--- src/rtl/encoder_8to3_seq.sv ---
// Registered 8-to-3 priority encoder: sticky pending register drained highest-index first
// over a valid/ready handshake, with a sticky flag for requests that hit a pending line.
module encoder_8to3_seq #(
    parameter int unsigned N      = 8,
    parameter int unsigned CODE_W = 3
) (
    input  logic              clk,
    input  logic              rst,
    input  logic              en,
    input  logic [N-1:0]      req,
    output logic [CODE_W-1:0] out_code,
    output logic              out_valid,
    input  logic              out_ready,
    output logic [N-1:0]      pending,
    output logic              busy,
    output logic              dropped
);

    typedef enum logic [0:0] {StIdle, StHold} state_e;

    state_e              state_q, state_d;
    logic [N-1:0]        pending_q, pending_d;
    logic [CODE_W-1:0]   out_code_q, out_code_d;
    logic                out_valid_q, out_valid_d;
    logic                dropped_q, dropped_d;

    logic [N-1:0]        set_mask;
    logic [N-1:0]        clr_mask;
    logic [CODE_W-1:0]   hi_idx;

    always_comb begin
        set_mask = req & {N{en}};
        clr_mask = '0;
        if (state_q == StHold && out_ready) begin
            clr_mask = N'(1) << out_code_q;
        end
        // Set is applied after clear so a same-cycle re-request survives.
        pending_d = (pending_q & ~clr_mask) | set_mask;
        dropped_d = dropped_q | (|(set_mask & pending_q & ~clr_mask));
    end

    // Selection works on the registered pending value; later bits override earlier ones.
    always_comb begin
        hi_idx = '0;
        for (int i = 0; i < int'(N); i++) begin
            if (pending_q[i]) begin
                hi_idx = CODE_W'(i);
            end
        end
    end

    always_comb begin
        state_d     = state_q;
        out_code_d  = out_code_q;
        out_valid_d = out_valid_q;
        unique case (state_q)
            StIdle: begin
                if (|pending_q) begin
                    out_code_d  = hi_idx;
                    out_valid_d = 1'b1;
                    state_d     = StHold;
                end
            end
            StHold: begin
                if (out_ready) begin
                    out_valid_d = 1'b0;
                    state_d     = StIdle;
                end
            end
            default: begin
                out_valid_d = 1'b0;
                state_d     = StIdle;
            end
        endcase
    end

    always_ff @(posedge clk) begin
        if (rst) begin
            state_q     <= StIdle;
            pending_q   <= '0;
            out_code_q  <= '0;
            out_valid_q <= 1'b0;
            dropped_q   <= 1'b0;
        end else begin
            state_q     <= state_d;
            pending_q   <= pending_d;
            out_code_q  <= out_code_d;
            out_valid_q <= out_valid_d;
            dropped_q   <= dropped_d;
        end
    end

    assign out_code  = out_code_q;
    assign out_valid = out_valid_q;
    assign pending   = pending_q;
    assign dropped   = dropped_q;
    assign busy      = (|pending_q) | out_valid_q;

endmodule

--- config.mk ---
export PLATFORM = sky130hd
export DESIGN_NAME = encoder_8to3_seq
export DESIGN_NICKNAME = d
export VERILOG_FILES = /design/src/rtl/encoder_8to3_seq.sv
export SDC_FILE = /design/constraint.sdc
export NUM_CORES = 1
export LEC_CHECK = 0
export BUFFER_PORTS_ARGS = -buffer_cell sky130_fd_sc_hd__buf_2
export CORE_MARGIN = 1.5
export CORE_UTILIZATION = 50
export DETAILED_ROUTE_END_ITERATION = 16
export PLACE_DENSITY = 0.82
export RECOVER_POWER = 100
export SETUP_SLACK_MARGIN = 0.2
export SLEW_MARGIN = 20
export SYNTH_ARGS = -nofsm -noshare
export SYNTH_HDL_FRONTEND = slang
export SYNTH_SLANG_ARGS = --single-unit
export TNS_END_PERCENT = 20
--- constraint.sdc ---
create_clock -name clk -period 2.7 [get_ports clk]
set_input_delay 0.27 -clock clk [delete_from_list [all_inputs] [get_ports clk]]
set_output_delay 0.27 -clock clk [all_outputs]
set_load 0.02 [all_outputs]
**Word-level counts from Yosys, hierarchy flattened**

Cells that the tools add are included.

- Flip-flop bits (word level): 14
- Input port bits: 12
- Output and inout port bits: 14
- Word-level logic and storage cells: 36

- Equal/unequal tests: 2
- Shift operators: 1
- Mux-type cells: 14
- Bitwise gates (word level): 9
- Reductions and logical operators: 5

Operators by type and width:

| operator | number |
|---|---|
| $and 8x8->8 | 4 |
| $mux 3 | 6 |
| $reduce_or 8->1 | 2 |
| $mux 8 | 1 |
| $not 8->8 | 1 |
| $or 8x8->8 | 1 |
| $shl 1x3->8 const A | 1 |
| $mux 1 | 5 |
| $ne 2x2->1 const B | 2 |
| $pmux 1 s2 | 2 |
| $reduce_and 2->1 | 2 |
| $or 1x1->1 | 2 |
| $logic_and 1x1->1 | 1 |
| $not 1->1 | 1 |

**Longest topological paths before layout**

- Word-level depth: 7
- Depth in mapped cells: 5
- Depth with buffers taken out: 4

**Worst setup path before layout**

OpenSTA, ideal clock, no wires.

- Kind: register to register
- From: reg out_code_q[2], in the netlist out_code[2]
- To: reg dropped_q, in the netlist dropped
- Setup time: 0.128 ns
- Data arrival time: 1.284 ns
- Required time: 2.572 ns
- Path slack: 1.288 ns
- Stages on the path, launching flop included: 5
- Buffers on the path: 0
- Period minus slack after synthesis: 1.412 ns
- Cells stage by stage: dfxtp_1 -> nor2b_1 -> a21oi_1 -> a2111oi_2 -> a31oi_1

- Word-level cells in the longest chain between the ends: 6

RTL lines:

| element | line | RTL |
|---|---|---|
| from (decl) | 23 | `logic [CODE_W-1:0] out_code_q, out_code_d;` |
| from (signal assigned) | 87 | `out_code_q <= out_code_d;` |
| $shl 1x3->8 | 35 | `clr_mask = N'(1) << out_code_q;` |
| $mux 8 | 34 | `if (state_q == StHold && out_ready) begin` |
| $not 8->8 | 39 | `dropped_d = dropped_q \| (\|(set_mask & pending_q & ~clr_mask));` |
| $and 8x8->8 | 39 |  |
| $reduce_or 8->1 | 39 |  |
| $or 1x1->1 | 39 |  |
| to (signal assigned) | 89 | `dropped_q <= dropped_d;` |
| to (decl) | 25 | `logic dropped_q, dropped_d;` |

Every way passes these cells.
A chain may end at the register's enable or synchronous reset.

**Final worst setup path**

- From: reg pending_q[4], in the netlist pending[4]
- To: out busy

- Word-level cells in the longest chain between the ends: 2

RTL lines:

| element | line | RTL |
|---|---|---|
| from (decl) | 22 | `logic [N-1:0] pending_q, pending_d;` |
| from (signal assigned) | 86 | `pending_q <= pending_d;` |
| $reduce_or 8->1 | 97 | `assign busy = (\|pending_q) \| out_valid_q;` |
| $or 1x1->1 | 97 |  |
| to (decl) | 15 | `output logic busy,` |

Every way passes these cells.

==> summary.txt <==
Worst hold path
  • Hold endpoint: state_q
  • HP Start: out_ready
  • HP Class: in2reg
  • Hold path cells: 2

Worst setup path
  • Worst Setup Start Kind: flip-flop
  • Worst-path fanout max: 6
  • Data arrival, critical path: 1700 ps
  • Max incr delay on CP: 530 ps
  • FF-to-FF path depth: 4
  • Crit-path cells: nor4_1 -> nand2_1 -> or2_1 -> clkbuf_1
  • Crit. End Element: output pin
  • Critical path class: reg2out
  • Req. time, crit path: 2430 ps
  • Setup slack, reg-to-reg: 890 ps
  • CP max stage cell: nor4_1
  • R2r endpoint: dropped
  • R2R Path Start: state_q

Synth
  • Sequential area share after synthesis: 40.4%
  • Synth unique cells: 25
  • Post-Synthesis Cells: 84
  • Simple-Gate Fraction of Synth Area: 26.7%
  • Yosys warnings: 0
  • Complex-gate fraction of the synthesized area: 29.2%
  • Mux contribution to synthesized area: 0%
  • Number of synthesized register bits: 14
  • Synth Area in XOR/XNOR: 0%
  • Syn Area/Cell: 8.27 sq um
  • Mapped Nets: 96
  • Largest family of logic cells by synthesized area: compound AO/OA/AOI/OAI gates
  • Synth Area in Adders: 0%
  • Cell Area, Synth: 694 sq um

Clocking
  • Clk sinks: 14
  • CTS Buf Count: 3
  • Clock latency on the worst-skew pair: 270 ps
  • Htree depth: 1
  • CTS tree: yes
  • Worst-case clock buffer depth: 2
  • Clock tree root buffer cell: clkbuf_4
  • Setup Buffers After CTS: 0
  • CTS clk-pin slew, worst paths: 80 ps
  • PostCTS Resize Cnt: 0
  • Cts hold-fix bufs: 0

Global route
  • GR Layer Usage met2: 39.5%
  • Pin count of the biggest net entering global routing: 15
  • GR Util met1: 30.8%
  • Antenna violations before repair: 0
  • Total global routing overflow: 0
  • Grt peak-use layer: met2
  • Total GRT Usage: 24.6%
  • Global-route wire length before repair: 2580 microns
  • GRT met3 Usage: 3.33%
  • Vias in the first global route: 585

Floorplan
  • DIE AREA: 1620 sq um
  • CORE AREA: 1300 sq um
  • Die width: 40.3 microns
  • Die H: 40.3 microns
  • Ports: 26
  • Starting Density: 53.4%
  • Row count: 13

STA
  • Maximum clock rate: 0.508 GHz
  • Setup TNS: 0 ps
  • Unrepaired setup endpoints after global routing: no
  • Worst slew pin tran: 542 ps
  • Crit share post-route: 72.9%
  • Final Hold Vio Count: 0
  • Setup violators final: 0
  • Skew final: 2.52 ps
  • Final Max Slew Viols: 0
  • Final min period: 1970 ps
  • Rel. slew slack: 62.9%

Routing
  • Total Routed Length: 1820 microns
  • Starting DRT DRC Count: 51
  • Residual DRC: 0
  • Vias per Instance: 5.75
  • Drt wl/cell: 14.7 microns
  • Routed Antenna Nets: 0
  • 1st-pass router iterations: 4
  • Routed vias: 713

Pwr
  • Total power: 494 uW
  • Leakage: 0.316 nW
  • Peak supply drop: 330 uV
  • PwrDens: 617 nW/um^2

Job
  • Max Cap Viol: 0

Status
  • Outcome: complete, no violations

Placement
  • Port bufs: 25
  • DPL Wire Length: 1330 microns
  • Gpl congestion: 0.855

Cells and area
  • FILL cells: 132
  • Layout cells sized above 1: 14.7%
  • Antenna diodes: 0
  • Final #Nets: 123
  • Layout area overhead: 15.1%
synthesized netlist by cell type:
library cell / number / area share, %
buf_6: 1 / 1.6
or2_1: 2 / 1.8
a21boi_4: 1 / 2.7
nand3_1: 2 / 1.4
and3_2: 1 / 1.1
a32oi_1: 1 / 1.3
and3b_1: 1 / 1.3
a211oi_1: 2 / 2.2
inv_1: 2 / 1.1
dfxtp_1: 14 / 40
nor2_1: 14 / 7.6
nor4_2: 2 / 3.6
a2111oi_2: 1 / 2.2
a31oi_1: 2 / 1.8
nor3_1: 2 / 1.4
nor2b_1: 1 / 0.90
o21ai_0: 1 / 0.72
and2b_2: 1 / 1.3
a311oi_1: 2 / 2.5
a22oi_1: 6 / 6.5
clkbuf_1: 2 / 1.1
a21oi_1: 10 / 7.2
nand2_1: 10 / 5.4
nand2b_1: 1 / 0.90
o21bai_1: 2 / 2.2
worst max-delay path: cells and delay by family (launching register included):
kind	cells	cell delay, ps
buffers and inverters	1	160
flip-flops	1	370
AND/OR/NAND/NOR	3	890
power breakdown:
part / internal (mW) / switching [mW]
clock: 0.0516 / 0.0639
sequential: 0.227 / 0.0271
combinational: 0.0449 / 0.0794
area by class of cell:
class	count	area [sq um]	area share, %
sequential	14	280	35.1
multi-input combinational	65	363	45.4
inverter	2	7.51	0.939
clock buffer	3	22.5	2.82
tap	15	18.8	2.35
timing repair buffer	25	108	13.5
through the flow:
stage | hold WS (ps) | util [%] | area, sq um | setup WS, ps | std cells
floorplan | 342 | - | 694 | 1290 | 84
CTS | 212 | 64.7 | 842 | 898 | 124
global placement | 480 | 63.0 | 820 | 1250 | 121
finish | 212 | 61.4 | 800 | 732 | 124
detailed placement | 501 | 63.0 | 820 | 1170 | 121
global route | 220 | 61.4 | 800 | 569 | 124
worst max-delay path by stage:
stage,start,end
6_report,pending[4],busy
5_1_grt,pending[4],busy
3_5_place_dp,state_q,dropped
2_1_floorplan,out_code[2],dropped
4_1_cts,pending[5],busy
3_3_place_gp,pending[5],busy
cells by family (layout without fill, tap and decap cells):
logic type      count (synthesis)  after routing
simple gates                   37             37
buf+inv                         5             30
compound gates                 28             28
flops                          14             14
routing by layer:
layer / up-vias / wire (microns)
met5: - / 0
met4: 0 / 17
met3: 2 / 103
met2: 40 / 884
met1: 317 / 815
li1: 354 / -
flip-flops by register name (all words and copies together), names as in the netlist:
name and flops:
pending 8, state_q 1, out_valid 1, dropped 1, out_code 3
cell usage in the layout (no fill, tap or decap), types with 2 or more instances in the layout:
cell type	n
a21oi_1	10
clkbuf_1	14
o21bai_1	2
nor2_1	14
a31oi_1	2
a22oi_1	6
nand3_1	2
nand2_1	10
buf_2	11
inv_1	2
dfxtp_1	14
a211oi_1	2
nor3_1	2
or2_1	2
a311oi_1	2
clkbuf_4	3
Note: power is estimated with default switching activity, not from simulation.
